[src/rtl/fifo_port_arbiter_pkg.sv]
// Shared types and helpers for the FIFO write arbiter / read sequencer.
package fifo_port_arbiter_pkg;

  typedef enum logic {
    RUN   = 1'b0,
    FLUSH = 1'b1
  } state_e;

  // Ceiling log2, never below 1 so a pointer always has at least one bit.
  function automatic int unsigned clog2(input int unsigned n);
    int unsigned r;
    r = 0;
    for (int unsigned i = 0; i < 32; i++) begin
      if ((32'd1 << i) < n) r = i + 1;
    end
    return (r == 0) ? 1 : r;
  endfunction

endpackage

[src/rtl/fifo_port_arbiter_if.sv]
// Producer, FIFO-pin and consumer signals of the arbiter bundled as one port.
interface fifo_port_arbiter_if #(
  parameter int unsigned NREQ  = 4,
  parameter int unsigned WIDTH = 16,
  parameter int unsigned CNTW  = 5
);
  logic [NREQ-1:0]       req;
  logic [NREQ*WIDTH-1:0] req_data;
  logic [NREQ-1:0]       gnt;
  logic                  fifo_new_data;
  logic [WIDTH-1:0]      fifo_in_data;
  logic                  pop_req;
  logic                  fifo_out_data;
  logic [WIDTH-1:0]      fifo_rd_data;
  logic [WIDTH-1:0]      out_data;
  logic                  out_valid;
  logic                  flush;
  logic [CNTW-1:0]       count;
  logic                  busy;

  modport slave (
    input  req, req_data, pop_req, fifo_rd_data, flush,
    output gnt, fifo_new_data, fifo_in_data, fifo_out_data,
           out_data, out_valid, count, busy
  );

  modport master (
    output req, req_data, pop_req, fifo_rd_data, flush,
    input  gnt, fifo_new_data, fifo_in_data, fifo_out_data,
           out_data, out_valid, count, busy
  );
endinterface

[src/rtl/fifo_port_arbiter_rr_pick.sv]
// Round-robin picker: first requester after the last-grant pointer wins.
module fifo_port_arbiter_rr_pick #(
  parameter int unsigned NREQ = 4,
  parameter int unsigned LGW  = 2
) (
  input  logic            en_i,
  input  logic [NREQ-1:0] req_i,
  input  logic [LGW-1:0]  lg_i,
  output logic [NREQ-1:0] gnt_o,
  output logic [LGW-1:0]  win_o
);

  always_comb begin
    logic           found;
    logic [LGW-1:0] idx;
    gnt_o = '0;
    win_o = lg_i;
    found = 1'b0;
    idx   = '0;
    for (int unsigned k = 1; k <= NREQ; k++) begin
      idx = LGW'((32'(lg_i) + k) % NREQ);
      if (en_i && !found && req_i[idx]) begin
        found      = 1'b1;
        gnt_o[idx] = 1'b1;
        win_o      = idx;
      end
    end
  end

endmodule

[src/rtl/fifo_port_arbiter.sv]
// Write-side round-robin arbiter and read-side pop/flush sequencer for the shared FIFO.
// Occupancy is tracked locally so writes never depend on the FIFO's late full flag.
module fifo_port_arbiter
  import fifo_port_arbiter_pkg::*;
#(
  parameter int unsigned NREQ  = 4,
  parameter int unsigned WIDTH = 16,
  parameter int unsigned DEPTH = 16,
  parameter int unsigned CNTW  = 5
) (
  input logic                  clock,
  input logic                  reset,
  fifo_port_arbiter_if.slave   bus_io
);

  localparam int unsigned LGW = clog2(NREQ);

  state_e           state_q, state_d;
  logic [CNTW-1:0]  count_q, count_d;
  logic [LGW-1:0]   lg_q, lg_d;
  logic             out_valid_q, out_valid_d;

  logic             run_mode;
  logic             space;
  logic             wr;
  logic             pop;
  logic [NREQ-1:0]  gnt;
  logic [LGW-1:0]   win;
  logic [WIDTH-1:0] in_data;

  // A flush pulse switches behaviour in its own cycle, before the state register follows.
  assign run_mode = (state_q == RUN) && !bus_io.flush;
  assign space    = reset && run_mode && (count_q < CNTW'(DEPTH));
  assign wr       = |gnt;
  assign pop      = reset && (count_q != '0) && (run_mode ? bus_io.pop_req : 1'b1);

  fifo_port_arbiter_rr_pick #(
    .NREQ (NREQ),
    .LGW  (LGW)
  ) u_rr_pick (
    .en_i  (space),
    .req_i (bus_io.req),
    .lg_i  (lg_q),
    .gnt_o (gnt),
    .win_o (win)
  );

  // One-hot AND-OR mux of the granted producer's data.
  always_comb begin
    in_data = '0;
    for (int unsigned i = 0; i < NREQ; i++) begin
      if (gnt[i]) in_data = in_data | bus_io.req_data[i*WIDTH +: WIDTH];
    end
  end

  always_comb begin
    count_d     = count_q;
    lg_d        = lg_q;
    state_d     = state_q;
    out_valid_d = pop && run_mode;

    if (wr && !pop) begin
      count_d = count_q + CNTW'(1);
    end else if (pop && !wr) begin
      count_d = count_q - CNTW'(1);
    end

    if (wr) lg_d = win;

    case (state_q)
      RUN:     if (bus_io.flush) state_d = FLUSH;
      FLUSH:   if (count_d == '0) state_d = RUN;
      default: state_d = RUN;
    endcase
  end

  always_ff @(posedge clock) begin
    if (!reset) begin
      state_q     <= RUN;
      count_q     <= '0;
      lg_q        <= LGW'(NREQ - 1);
      out_valid_q <= 1'b0;
    end else begin
      state_q     <= state_d;
      count_q     <= count_d;
      lg_q        <= lg_d;
      out_valid_q <= out_valid_d;
    end
  end

  assign bus_io.gnt           = gnt;
  assign bus_io.fifo_new_data = wr;
  assign bus_io.fifo_in_data  = in_data;
  assign bus_io.fifo_out_data = pop;
  assign bus_io.out_data      = bus_io.fifo_rd_data;
  assign bus_io.out_valid     = out_valid_q;
  assign bus_io.count         = count_q;
  assign bus_io.busy          = (state_q == FLUSH);

endmodule

[src/flat_wrapper.sv]
// flat-port wrapper written by rule: the top's interface ports become plain ports
module fifo_port_arbiter_flat import fifo_port_arbiter_pkg::*;
#(
  parameter int unsigned NREQ  = 4,
  parameter int unsigned WIDTH = 16,
  parameter int unsigned DEPTH = 16,
  parameter int unsigned CNTW  = 5
)
  (clock, reset, bus_io_req, bus_io_req_data, bus_io_pop_req, bus_io_fifo_rd_data, bus_io_flush, bus_io_gnt, bus_io_fifo_new_data, bus_io_fifo_in_data, bus_io_fifo_out_data, bus_io_out_data, bus_io_out_valid, bus_io_count, bus_io_busy);
  fifo_port_arbiter_if #(.NREQ(NREQ), .WIDTH(WIDTH), .CNTW(CNTW)) bus_io_i ();
  input logic clock;
  input logic reset;
  input wire logic [$bits(bus_io_i.req)-1:0] bus_io_req;
  input wire logic [$bits(bus_io_i.req_data)-1:0] bus_io_req_data;
  input wire logic [$bits(bus_io_i.pop_req)-1:0] bus_io_pop_req;
  input wire logic [$bits(bus_io_i.fifo_rd_data)-1:0] bus_io_fifo_rd_data;
  input wire logic [$bits(bus_io_i.flush)-1:0] bus_io_flush;
  output wire logic [$bits(bus_io_i.gnt)-1:0] bus_io_gnt;
  output wire logic [$bits(bus_io_i.fifo_new_data)-1:0] bus_io_fifo_new_data;
  output wire logic [$bits(bus_io_i.fifo_in_data)-1:0] bus_io_fifo_in_data;
  output wire logic [$bits(bus_io_i.fifo_out_data)-1:0] bus_io_fifo_out_data;
  output wire logic [$bits(bus_io_i.out_data)-1:0] bus_io_out_data;
  output wire logic [$bits(bus_io_i.out_valid)-1:0] bus_io_out_valid;
  output wire logic [$bits(bus_io_i.count)-1:0] bus_io_count;
  output wire logic [$bits(bus_io_i.busy)-1:0] bus_io_busy;
  assign bus_io_i.req = bus_io_req;
  assign bus_io_i.req_data = bus_io_req_data;
  assign bus_io_i.pop_req = bus_io_pop_req;
  assign bus_io_i.fifo_rd_data = bus_io_fifo_rd_data;
  assign bus_io_i.flush = bus_io_flush;
  assign bus_io_gnt = bus_io_i.gnt;
  assign bus_io_fifo_new_data = bus_io_i.fifo_new_data;
  assign bus_io_fifo_in_data = bus_io_i.fifo_in_data;
  assign bus_io_fifo_out_data = bus_io_i.fifo_out_data;
  assign bus_io_out_data = bus_io_i.out_data;
  assign bus_io_out_valid = bus_io_i.out_valid;
  assign bus_io_count = bus_io_i.count;
  assign bus_io_busy = bus_io_i.busy;
  fifo_port_arbiter #(.NREQ(NREQ), .WIDTH(WIDTH), .DEPTH(DEPTH), .CNTW(CNTW)) u_core (.clock(clock), .reset(reset), .bus_io(bus_io_i));
endmodule
[config.mk]
export PLATFORM = sky130hd
export DESIGN_NAME = fifo_port_arbiter_flat
export DESIGN_NICKNAME = d
export VERILOG_FILES = /design/src/rtl/fifo_port_arbiter_pkg.sv /design/src/rtl/fifo_port_arbiter_if.sv /design/src/rtl/fifo_port_arbiter_rr_pick.sv /design/src/rtl/fifo_port_arbiter.sv /design/src/flat_wrapper.sv
export SDC_FILE = /design/constraint.sdc
export NUM_CORES = 1
export LEC_CHECK = 0
export ABC_CLOCK_PERIOD_IN_PS = 4900
export CAP_MARGIN = 25
export CORE_MARGIN = 3
export CORE_UTILIZATION = 33
export CTS_BUF_LIST = sky130_fd_sc_hd__clkbuf_8
export CTS_CLUSTER_SIZE = 8
export DETAILED_ROUTE_END_ITERATION = 7
export GPL_ROUTABILITY_DRIVEN = 0
export PLACE_DENSITY = 0.86
export SLEW_MARGIN = 40
export SYNTH_ARGS = -nofsm -noshare
export SYNTH_HDL_FRONTEND = slang
export SYNTH_SLANG_ARGS = --single-unit
[constraint.sdc]
create_clock -name clock -period 4.9 [get_ports clock]
set_clock_uncertainty 0.2 [all_clocks]
set_input_delay 0.98 -clock clock [delete_from_list [all_inputs] [get_ports clock]]
set_output_delay 0.98 -clock clock [all_outputs]
set_load 0.05 [all_outputs]
## After elaboration in Yosys (flattened, before gate mapping)

Cells that the tools add are included.

| cells by class | value |
|---|---|
| multiply operators | 0 |
| $lt $le $gt $ge | 9 |
| shift operators | 0 |
| divide/modulo/power cells | 0 |
| multiplexer cells | 37 |
| reductions and logical operators | 30 |
| $add $sub $neg | 6 |
| bitwise operators | 7 |
| equality and inequality tests | 0 |

Operator list:

| kind | number |
|---|---|
| two-way mux 16 bit | 4 |
| OR 16 bit | 3 |
| logical AND 1 bit | 19 |
| two-way mux 4 bit | 4 |
| two-way mux 1 bit | 14 |
| < comparator 2 x 3 -> 1 bit, second input constant | 4 |
| OR 4 bit | 3 |
| two-way mux 5 bit | 2 |
| binary-select mux 1 bit (select 2 bit) | 4 |
| demux 1 bit (select 2 bit) | 4 |
| >= comparator 2 x 1 -> 1 bit, second input constant | 4 |
| two-way mux 2 bit | 4 |
| zero test 1 bit | 6 |
| adder 5 x 1 -> 5 bit, second input constant | 1 |
| zero test 5 bit | 1 |
| < comparator 5 bit, second input constant | 1 |
| nonzero test 5 bit | 1 |
| subtractor 5 x 1 -> 5 bit, second input constant | 1 |
| adder 2 x 1 -> 2 bit, second input constant | 2 |
| adder 2 bit, second input constant | 2 |
| nonzero test 4 bit | 1 |
| OR reduction 4 bit | 1 |
| case mux 1 bit (2 select lines) | 1 |
| AND reduction 2 bit | 1 |
| NOT 1 bit | 1 |

| storage, ports and cells | value |
|---|---|
| word-level logic and storage cells | 93 |
| input bits | 88 |
| register bits after elaboration | 9 |
| memories kept | 0 |
| ROM bits | 0 |
| output and inout port bits | 45 |
| latch bits | 0 |
| bits in writable memories | 0 |

## Longest topological paths before layout

Gate-level depths: netlist of the first run.

| logic depth | value |
|---|---|
| depth after elaboration | 26 |
| depth in mapped cells | 14 |
| depth with buffers taken out | 10 |

## Hierarchy

From an unflattened synthesis of the first run, not the netlist that was laid out.

| second synthesis, totals | value |
|---|---|
| cells, all modules | 214 |
| area, all modules | 1584.0 µm² |

By module, submodules not included:

| module | instances | cells each | sequential area each (µm²) | area an instance (µm²) |
|---|---|---|---|---|
| fifo_port_arbiter | 1 | 142 | 180.2 | 1029.7 |
| fifo_port_arbiter_rr_pick | 1 | 72 | 0.0 | 554.3 |

## Least setup slack after synthesis of the first run

OpenSTA, ideal clock, no wires.

| timing | value |
|---|---|
| path type | input-to-output |
| start | input port bus_io_flush |
| end | output port bus_io_fifo_in_data[10] |
| arrival time | 3770 ps |
| data required time | 3720 ps |
| path slack | -50 ps |
| stages on the path | 9 |
| buffers on the path | 3 |
| cell sequence | or2_1 or3b_2 clkbuf_1 a21o_1 o2bb2ai_1 clkbuf_1 clkbuf_1 a22oi_1 nand2_1 |

| between the ends | value |
|---|---|
| elaborated cells between the ends (all ways) | 31 |
| classes of those cells | 11 x mux; 6 x bitwise; 14 x reduce/logical |

RTL lines:

| what | line | text |
|---|---|---|
| from (decl) | flat_wrapper.sv:17 | `input wire logic [$bits(bus_io_i.flush)-1:0] bus_io_flush;` |
| zero test 1 bit * | fifo_port_arbiter.sv:32 | `assign run_mode = (state_q == RUN) && !bus_io.flush;` |
| logical AND 1 bit * | fifo_port_arbiter.sv:32 |  |
| logical AND 1 bit * (2 in a row) | fifo_port_arbiter.sv:33 | `assign space = reset && run_mode && (count_q < CNTW'(DEPTH));` |
| logical AND 1 bit | fifo_port_arbiter_rr_pick.sv:22 | `if (en_i && !found && req_i[idx]) begin` |
| two-way mux 1 bit | fifo_port_arbiter_rr_pick.sv:22 |  |
| zero test 1 bit | fifo_port_arbiter_rr_pick.sv:22 |  |
| logical AND 1 bit (2 in a row) | fifo_port_arbiter_rr_pick.sv:22 |  |
| two-way mux 1 bit | fifo_port_arbiter_rr_pick.sv:22 |  |
| zero test 1 bit | fifo_port_arbiter_rr_pick.sv:22 |  |
| logical AND 1 bit (2 in a row) | fifo_port_arbiter_rr_pick.sv:22 |  |
| two-way mux 1 bit | fifo_port_arbiter_rr_pick.sv:22 |  |
| zero test 1 bit | fifo_port_arbiter_rr_pick.sv:22 |  |
| logical AND 1 bit (2 in a row) | fifo_port_arbiter_rr_pick.sv:22 |  |
| two-way mux 4 bit * | fifo_port_arbiter_rr_pick.sv:22 |  |
| named net bus_io_gnt[3] | flat_wrapper.sv:18 | `output wire logic [$bits(bus_io_i.gnt)-1:0] bus_io_gnt;` |
| two-way mux 16 bit * | fifo_port_arbiter.sv:52 | `if (gnt[i]) in_data = in_data \| bus_io.req_data[i*WIDTH +: WIDTH];` |
| to (decl) | flat_wrapper.sv:20 | `output wire logic [$bits(bus_io_i.fifo_in_data)-1:0] bus_io_fifo_in_data;` |

Mark *: on every way through the listed nets, which the timed path passes. The rest lies on a longest branch.

## Final worst setup path of the first run

| timing | value |
|---|---|
| start | input port bus_io_req[3] |
| end | output port bus_io_fifo_in_data[11] |

| between the ends | value |
|---|---|
| cells in the longest elaborated chain, start to end | 23 |
| elaborated cells between the ends (all ways) | 35 |
| classes of those cells | 19 x mux; 6 x bitwise; 10 x reduce/logical |

RTL lines:

| what | line | text |
|---|---|---|
| from (decl) | flat_wrapper.sv:13 | `input wire logic [$bits(bus_io_i.req)-1:0] bus_io_req;` |
| binary-select mux 1 bit (select 2 bit) | fifo_port_arbiter_rr_pick.sv:22 |  |
| two-way mux 1 bit (implied by the code) | fifo_port_arbiter_rr_pick.sv:22 |  |
| logical AND 1 bit | fifo_port_arbiter_rr_pick.sv:22 |  |
| two-way mux 1 bit | fifo_port_arbiter_rr_pick.sv:22 |  |
| zero test 1 bit | fifo_port_arbiter_rr_pick.sv:22 |  |
| logical AND 1 bit (2 in a row) | fifo_port_arbiter_rr_pick.sv:22 |  |
| two-way mux 1 bit | fifo_port_arbiter_rr_pick.sv:22 |  |
| zero test 1 bit | fifo_port_arbiter_rr_pick.sv:22 |  |
| [... 6 more ...] | - |  |
| two-way mux 4 bit * | fifo_port_arbiter_rr_pick.sv:22 |  |
| two-way mux 16 bit | fifo_port_arbiter.sv:52 |  |
| OR 16 bit | fifo_port_arbiter.sv:52 |  |
| two-way mux 16 bit | fifo_port_arbiter.sv:52 |  |
| OR 16 bit | fifo_port_arbiter.sv:52 |  |
| two-way mux 16 bit | fifo_port_arbiter.sv:52 |  |
| OR 16 bit | fifo_port_arbiter.sv:52 |  |
| two-way mux 16 bit * | fifo_port_arbiter.sv:52 |  |

Mark *: on every way between the ends. The rest lies on a longest branch, timed or not. The select of a mux whose other input is x is not followed.

==> reports/qor.csv, run 1 <==
metric,value,unit
drtIter0Drc,77,
power,714.7,µW
path_buf_inv,3,
fmax,217.5,MHz
max_slew_margin,0.5564,
whs,0.3660,ns
dieArea,0.005532,mm²
root_buffer,clkbuf_8,
grt_usage,0.1968,
p_per_area,259.5,mW/mm²
layout.cells.most_common,clkdlybuf4s50_1,
critPathCaptureType,output pin,
h-tree-depth,1,
holdPathStages,2,
slew_viol_final,0,
clkSinkCount,9,
pin_count,133,
startpoint,bus_io_req[3],
min-delay-start,u_core.bus_io.count[0]$_SDFF_PN0_,
yosys-top-cells-area,"a22oi_1, dfxtp_1, nand2_1, buf_4, ha_1",
synth_top_area_share,0.1606,
r2r_cells,11,
vias_per_cell,5.507,
hp-class,reg -> reg,
first_global_vias,1845,
grt_max_degree,14,
cp_slowest_cell,mux4_2,
critical_path_arrival,3.42,ns
ctsResizeCount,0,
antenna_found_initial,0,
tightest_slew,0.6639,ns
place_area,0.002709,mm²
grt.overflow.total,0,
r2r-end,u_core.bus_io.busy$_SDFF_PN0_,
dr.pass1.iters,4,
final_area,0.002754,mm²
drt-met1-wl,2222,µm
synth_top_area_cell,a22oi_1,
post_cts_buffers,0,
start_kind,input port,
diodes,0,
critPathRequiredTime,3.72,ns
synth_flop_cell,dfxtp_1,
ys_seq_area_frac,0.1168,
cts_buffer_depth,2,
clk-insertion-delay-late,0.23,ns
hold_viol,0,
cts_buffers,3,
leakagePower,1.138,nW
synth_nets,301,
timing.final.crit_share,0.9383,
die_w,74.38,µm
routedWlPerCell,16.81,µm
initial_utilization,0.3471,
wl_met2,3004,µm
criticalPathCategory,in -> out,
portBuffers,100,
core.rowCount,24,
num_vias,1867,
clk_pin_slew_worst_paths,0.04,ns
cts_tree,built,
critical_path.max_stage_delay,0.61,ns
reg2reg_slack,0.85,ns
grt_pass1_wl,8769,µm
fin_tns_setup,0,ns
cap_violations,0,
vdd_ir_drop_max,0.2958,mV
wl_met3,353,µm
syn_area,0.001543,mm²
ys_async_sr_fraction,0,
cp_top_family,buffers and inverters,
rsz0062_at_grt,no,
die_h,74.38,µm
areaGrowthSynthToFinish,78.51,%
placedCellCount,335,
postCtsHoldBufs,0,
min_to,u_core.bus_io.count[0]$_SDFF_PN0_,
status,completed,
top_layer_used,met4,
drcViolationCount,0,
hpwl,4650,µm
syn_inst,204,
critPathMaxFanout,11,
fin_nets,385,
synth-edff-count,0,
r2r-start,u_core.lg_q[0]$_SDFFE_PN1P_,
synth.avg_cell_area,7.562,µm²
core,0.004444,mm²
period_needed,4.598,ns
final_cells,339,
ys_warn_count,0,
crit_chain,"clkdlybuf4s50_1, mux4_2, nand3b_1, a221oi_1, or2_1, buf_4, a22oi_1, nand2_1, buf_12",
setup_viol_count_final,0,
synth-seq-cells,9,
ys_types,45,
final_cell_mix,"clkdlybuf4s50_1, nand2_1, a22oi_1",
ant_nets,0,
drive_gt1_frac,0.1568,
routed_wl,5699,µm
## final cells by class
class | count | area [µm²]
Tap cell | 52 | 65.06
Inverter | 5 | 18.77
Clock buffer | 3 | 41.29
Timing Repair Buffer | 111 | 1294
Multi-Input combinational cell | 158 | 1151
Clock inverter | 1 | 3.754
Fill cell | 364 | 1690
Sequential cell | 9 | 180.2
## metrics by stage
stage               worst slack [ns]  utilization
finish                        0.3025       0.6197
global placement              0.3466       0.6095
detailed placement            0.2951       0.6095
floorplan                    0.01333            -
CTS                           0.2969       0.6197
global route                 0.08536       0.6197
## kinds of logic after synthesis
kind of cell / synth area share
AND/OR/NAND/NOR: 0.2336
AO/OA/AOI/OAI: 0.3017
XOR/XNOR: 0.01136
buffers and inverters: 0.1452
flip-flops: 0.1168
adder cells (fa/ha/maj): 0.08029
multiplexers: 0.1111
## tightest hold or removal path, cell delays in order, from the launching register on
cell      delay (ns)
dfxtp_1         0.37
nand2_1         0.08
a21boi_0        0.07
## synth_stat cells, types with 2 or more instances
library cell	number
or3_1	2
and2_1	5
and3_1	2
o21a_1	2
ha_1	9
a221oi_1	2
xnor2_1	2
a21oi_1	3
or2_1	3
mux2i_1	7
nor4bb_1	2
nand3b_1	4
mux4_2	4
dfxtp_1	9
nor4_1	2
o21ai_0	7
nand2_1	34
nor2b_1	3
o2bb2ai_1	2
buf_4	16
nor2_1	7
inv_1	5
nand3_1	4
clkbuf_1	11
buf_6	3
a22oi_1	33
buf_2	2
o41a_1	2
## flip-flops by register name (all words and copies together), names as in the netlist
name	flops
u_core.bus_io.busy	1
u_core.bus_io.out_valid	1
u_core.bus_io.count	5
u_core.lg_q	2
## power breakdown
part	internal (mW)	total [mW]	leakage (nW)	switching, mW
clock network	0.0546	0.0842	0.0269	0.0296
registers	0.0902	0.114	0.0735	0.0234
logic	0.238	0.517	1.04	0.279
## layer usage
| metal | track usage | up-vias |
|---|---|---|
| met1 | 0.2326 | 866 |
| met4 | 0.04941 | 0 |
| met2 | 0.3707 | 76 |
| li1 | - | 915 |
| met3 | 0.02568 | 10 |
| met5 | 0 | - |
## worst max-delay path by stage
stage	cells after the start	to
floorplan	9	bus_io_fifo_in_data[10]
global placement	7	bus_io_fifo_new_data
detailed placement	9	bus_io_fifo_in_data[7]
CTS	9	bus_io_fifo_in_data[7]
global route	10	bus_io_fifo_in_data[14]
finish	9	bus_io_fifo_in_data[11]
Note: power is estimated with default switching activity, not from simulation.
==> run 2, diff against run 1 <==
--- a/config.mk
+++ b/config.mk
@@ -13,8 +13,9 @@
 export CTS_CLUSTER_SIZE = 8
 export DETAILED_ROUTE_END_ITERATION = 7
 export GPL_ROUTABILITY_DRIVEN = 0
-export PLACE_DENSITY = 0.86
-export SLEW_MARGIN = 40
+export PLACE_DENSITY = 0.85
+export SLEW_MARGIN = 10
 export SYNTH_ARGS = -nofsm -noshare
 export SYNTH_HDL_FRONTEND = slang
+export SYNTH_HIERARCHICAL = 1
 export SYNTH_SLANG_ARGS = --single-unit
==> reports/qor.csv, run 2 <==
metric,value,unit,change
status,completed,,
grt.overflow.total,0,,unchanged
sw_frac_of_total,0.5101,,+0.04541
clk-insertion-delay-late,0.23,ns,about the same
hp-class,reg -> reg,,
cp_slowest_cell,clkdlybuf4s50_1,,
setup_slack,0.1685,ns,-0.1340 ns
top_usage_layer,met2,,
largest_reg_flops,5,,unchanged
ys_seq_area_frac,0.1137,,-0.003044
fillCellCount,382,,+4.9%
vdd_ir_drop_max,0.4106,mV,+39%
clkSinkCount,9,,unchanged
cap_violations,0,,unchanged
drive_gt1_frac,0.1773,,+0.02046
post-route-util,0.6217,,+0.002016
synth_top_area_share,0.1517,,-0.008925
crit_chain,"clkdlybuf4s50_1, inv_1, a311oi_1, a2111oi_4, a22o_1, a31o_2, nor4_4, inv_2, buf_12",,
diodes,0,,unchanged
syn_inst,214,,+4.9%
fmax,211.3,MHz,-2.8%
critPathMaxFanout,12,,+1
synth_nets,311,,+3.3%
routedWlPerCell,16.13,µm,-4.1%
critical_path.max_stage_delay,0.67,ns,+0.06 ns
critical_path_arrival,3.55,ns,+0.13 ns
hold_viol,0,,unchanged
comb_power_share,0.809,,+0.086
power,1.156,mW,+62%
grt_usage,0.1853,,-0.01150
routed_wl,5661,µm,-0.67%
min-delay-start,u_core/bus_io.count[1]$_SDFF_PN0_,,
startpoint,bus_io_req[0],,
tightest_slew,0.5218,ns,-0.1421 ns
antenna_found_initial,0,,unchanged
synth-seq-cells,9,,unchanged
ant_nets,0,,unchanged
vias_per_cell,5.698,,+3.5%
dieArea,0.005667,mm²,+2.4%
num_vias,2000,,+7.1%
rsz0062_at_grt,no,,
core,0.004504,mm²,+1.4%
fin_nets,397,,+3.1%
final_area,0.002800,mm²,+1.7%
ys_types,52,,+16%
clk_pin_slew_worst_paths,0.05,ns,about the same
dr.pass1.iters,4,,unchanged
setup_viol_count_final,0,,unchanged
grt_pass1_wl,8362,µm,-4.6%
die_w,75.28,µm,+1.2%
timing.final.crit_share,0.9656,,+0.02735
path_buf_inv,4,,+1
ys_top_cells_by_count,"nand2_1, a22oi_1, buf_4",,
grt_max_degree,18,,+4
ys_async_sr_fraction,0,,unchanged
r2r-start,u_core/lg_q[1]$_SDFFE_PN1P_,,
core.rowCount,24,,unchanged
start_kind,input port,,
yosys-top-cells-area,"a22oi_1, dfxtp_1, buf_4, nand2_1, ha_1",,
layout.cells.most_common,clkdlybuf4s50_1,,
slew_viol_final,0,,unchanged
h-tree-depth,1,,unchanged
synth_flop_cell,dfxtp_1,,
place_area,0.002748,mm²,+1.4%
cts_buffers,3,,unchanged
power_switching,589.6,µW,+78%
max_slew_margin,0.6484,,+0.09199
portBuffers,100,,unchanged
synth.avg_cell_area,7.402,µm²,-2.1%
yosysMostFrequentCell,nand2_1,,
power_frac_clock,0.075,,-0.043
seqPwrFrac,0.117,,-0.042
first_global_vias,1797,,-2.6%
drcViolationCount,0,,unchanged
areaGrowthSynthToFinish,76.78,%,
initial_utilization,0.3517,,+0.004538
root_buffer,clkbuf_8,,
cts_tree,built,,
fin_tns_setup,0,ns,unchanged
synth-edff-count,0,,unchanged
critPathRequiredTime,3.72,ns,about the same
grt_use_met1,0.2215,,-0.01106
drtIter0Drc,110,,+43%
ys_warn_count,6,,+6
dpl_worst_slack,0.1945,ns,-0.1006 ns
cts_buffer_depth,2,,unchanged
die_h,75.28,µm,+1.2%
syn_area,0.001584,mm²,+2.7%
pin_count,133,,unchanged
p_per_area,412.8,mW/mm²,+59%
gr-usage-met3,0.04539,,+0.01972
met2_usage,0.3384,,-0.03228
hpwl,4614,µm,-0.77%
criticalPathCategory,in -> out,,
period_needed,4.732,ns,+0.1340 ns
critPathCaptureType,output pin,,
p_int,566.3,µW,+48%
synth_top_area_cell,a22oi_1,,
cp_top_family,buffers and inverters,,
leakagePower,1.121,nW,-1.5%
final_cell_mix,"clkdlybuf4s50_1, nand2_1, a22oi_1",,
-- run 2: repair_timing --
item,CTS,global route
gates resized for setup,0,1
hold buffers,0,0
endpoints found under the setup margin,0,6
buffers inserted,0,0
-- run 2: cell families (layout without fill, tap and decap cells) --
kind of cell / after synthesis / count (layout) / share of synthesized area
AOI/OAI and AO/OA: 79 / 79 / 0.3799
muxes: 3 / 3 / 0.03475
DFF: 9 / 9 / 0.1137
xor gates and xnor gates: 3 / 3 / 0.01659
buffers and inverters: 45 / 130 / 0.1706
adders and majority gates: 9 / 9 / 0.07109
and+or+nand+nor: 66 / 66 / 0.2133
-- run 2: path summary, 6_finish.rpt --
path | cells after the start | endpoint | slack (ns)
worst max register to register | 13 | u_core/bus_io.busy$_SDFF_PN0_ | 0.94
worst min-delay path | 2 | u_core/bus_io.count[1]$_SDFF_PN0_ | 0.40
worst min register to register | 2 | u_core/bus_io.count[1]$_SDFF_PN0_ | 0.40
worst max-delay path | 9 | bus_io_fifo_new_data | 0.17
-- run 2: power groups by stage --
stage	Sequential (mW)	Clock [mW]	Combinational, mW
floorplan	0.179	0	0.554
global placement	0.134	0	0.921
detailed placement	0.135	0	0.931
CTS	0.134	0.0899	0.934
global route	0.140	0.0918	0.994
finish	0.135	0.0864	0.935
-- run 2: metrics by stage --
stage,hold slack (ns),std cells
2_1_floorplan,0.3089,214
3_3_place_gp,0.3850,347
3_5_place_dp,0.3888,347
4_1_cts,0.3970,351
5_1_grt,0.4397,351
6_report,0.4022,351
-- run 2: area by class of cell --
cell class,instances,area [µm²],area share
repair buffers,112,1314,0.4692
flip-flops and latches,9,180.2,0.06434
inverters,14,55.05,0.01966
well taps,52,65.06,0.02323
clock inverters,1,5.005,0.001787
multi-input cells,160,1140,0.4071
clock buffers,3,41.29,0.01475
-- run 2: worst register-to-register path, stage by stage, from the launching register on --
cell and delay (ns):
dfxtp_1 0.60, inv_1 0.21, ha_1 0.48, mux4_2 0.44, nand2_1 0.10, o21ai_0 0.08, a22o_1 0.18, a31o_2 0.28
nor4_4 0.32, inv_2 0.16, o41ai_1 0.39, a211oi_1 0.16, a21oi_1 0.13, a31oi_1 0.09
-- run 2: metal layers --
layer | vias to the layer above | wire (µm)
met5 | - | 0
met2 | 113 | 2865
met4 | 0 | 53
met3 | 8 | 602
met1 | 912 | 2139
li1 | 967 | -
==> run 3, diff against run 2 <==
--- a/config.mk
+++ b/config.mk
@@ -14,6 +14,7 @@
 export DETAILED_ROUTE_END_ITERATION = 7
 export GPL_ROUTABILITY_DRIVEN = 0
 export PLACE_DENSITY = 0.85
+export SETUP_SLACK_MARGIN = 0.3
 export SLEW_MARGIN = 10
 export SYNTH_ARGS = -nofsm -noshare
 export SYNTH_HDL_FRONTEND = slang
==> reports/qor.csv, run 3 (same netlist as run 2, synthesis figures left out) <==
metric,value,unit,change
seqPwrFrac,0.116,,about the same
comb_power_share,0.812,,+0.003
critPathCaptureType,output pin,,
portBuffers,100,,unchanged
max_slew_margin,0.5542,,-0.09421
routed_wl,5988,µm,+5.8%
clk_pin_slew_worst_paths,0.05,ns,about the same
post_cts_buffers,0,,unchanged
period_needed,4.493,ns,-0.2386 ns
fin_nets,397,,unchanged
tightest_slew,0.6617,ns,+0.1398 ns
rsz0062_at_grt,no,,
multi_input_area,0.001222,mm²,+7.2%
num_vias,2047,,+2.4%
postCtsHoldBufs,0,,unchanged
die_w,75.28,µm,unchanged
pin_count,133,,unchanged
final_cell_mix,"clkdlybuf4s50_1, a22oi_1, nand2_1",,
placedCellCount,346,,-0.29%
root_buffer,clkbuf_8,,
h-tree-depth,1,,unchanged
grt_pass1_wl,8756,µm,+4.7%
diodes,0,,unchanged
leakagePower,1.134,nW,+1.2%
dr.pass1.iters,4,,unchanged
final_cells,351,,unchanged
setup_viol_count_final,0,,unchanged
first_global_vias,1929,,+7.3%
antenna_found_initial,0,,unchanged
ant_nets,0,,unchanged
setup_slack,0.4071,ns,+0.2386 ns
start_kind,input port,,
post-route-util,0.6367,,+0.01500
initial_utilization,0.3517,,unchanged
core,0.004504,mm²,unchanged
cts_buffer_depth,2,,unchanged
slew_viol_final,0,,unchanged
drtIter0Drc,91,,-17%
critPathRequiredTime,3.72,ns,about the same
hold_viol,0,,unchanged
vias_per_cell,5.832,,+2.4%
place_area,0.002765,mm²,+0.64%
cts_buffers,3,,unchanged
drcViolationCount,0,,unchanged
final_area,0.002868,mm²,+2.4%
power_switching,612.0,µW,+3.8%
clkSinkCount,9,,unchanged
hpwl,4698,µm,+1.8%
criticalPathCategory,in -> out,,
fillCellCount,366,,-4.2%
fmax,222.6,MHz,+5.3%
sw_frac_of_total,0.5140,,+0.003919
drive_gt1_frac,0.2207,,+0.04348
largest_reg_flops,5,,unchanged
areaGrowthSynthToFinish,81.04,%,
grt_usage,0.1920,,+0.006749
grt.overflow.total,0,,unchanged
core.rowCount,24,,unchanged
timing.final.crit_share,0.9169,,-0.04869
routedWlPerCell,17.06,µm,+5.8%
hp-class,reg -> reg,,
critical_path_arrival,3.31,ns,-0.24 ns
power,1.191,mW,+3.0%
register_area,181.4,µm²,+0.69%
fin_tns_setup,0,ns,unchanged
cts_tree,built,,
status,completed,,
layout.cells.most_common,clkdlybuf4s50_1,,
p_int,578.6,µW,+2.2%
cap_violations,0,,unchanged
clk-insertion-delay-late,0.24,ns,about the same
dpl_worst_slack,0.1150,ns,-0.07948 ns
critPathMaxFanout,13,,+1
p_per_area,415.2,mW/mm²,+0.58%
dieArea,0.005667,mm²,unchanged
die_h,75.28,µm,unchanged
whs,0.3902,ns,-0.01201 ns
power_frac_clock,0.072,,-0.003
vdd_ir_drop_max,0.3326,mV,-19%
grt_max_degree,19,,+1
run 3: worst paths after layout:
check | start | end | slack (ns) | depth (start not counted)
max | bus_io_req[0] | bus_io_fifo_in_data[0] | 0.41 | 9
min reg2reg | u_core/lg_q[1]$_SDFFE_PN1P_ | u_core/lg_q[1]$_SDFFE_PN1P_ | 0.39 | 2
min | u_core/lg_q[1]$_SDFFE_PN1P_ | u_core/lg_q[1]$_SDFFE_PN1P_ | 0.39 | 2
max reg2reg | u_core/lg_q[1]$_SDFFE_PN1P_ | u_core/bus_io.busy$_SDFF_PN0_ | 1.08 | 13
run 3: layout make-up:
cell class                      count  share of cell area
Inverter                           14             0.01920
Timing Repair Buffer              111              0.4524
Multi-Input combinational cell    161              0.4263
Clock inverter                      1            0.001745
Clock buffer                        3             0.01440
Sequential cell                     9             0.06326
Tap cell                           52             0.02269
run 3: timing repair:
| action | 4_1_cts | 5_1_grt |
|---|---|---|
| cloned | 1 | 0 |
| pin swaps | 0 | 1 |
| resized for setup | 7 | 5 |
| endpoints found under the setup margin | 17 | 17 |
run 3: power by group through the flow:
stage | Sequential [mW] | Clock (mW) | Combinational (mW)
2_1_floorplan | 0.179 | 0 | 0.561
3_3_place_gp | 0.134 | 0 | 0.922
3_5_place_dp | 0.136 | 0 | 0.942
4_1_cts | 0.135 | 0.0877 | 0.960
5_1_grt | 0.142 | 0.0923 | 1.02
6_report | 0.138 | 0.0857 | 0.967
run 3: layer usage:
layer | global-route usage | share of wire | up-vias
li1 | - | - | 967
met1 | 0.2198 | 0.35 | 962
met2 | 0.3634 | 0.55 | 104
met3 | 0.02804 | 0.084 | 14
met4 | 0.05631 | 0.015 | 0
met5 | 0 | 0 | -
run 3: critical path: stages:
cell           delay, ns
dlygate4sd2_1       0.36
mux4_2              0.60
a2111oi_4           0.43
a22o_1              0.19
a31o_2              0.16
buf_4               0.21
a22oi_1             0.11
nand2_1             0.12
buf_12              0.14
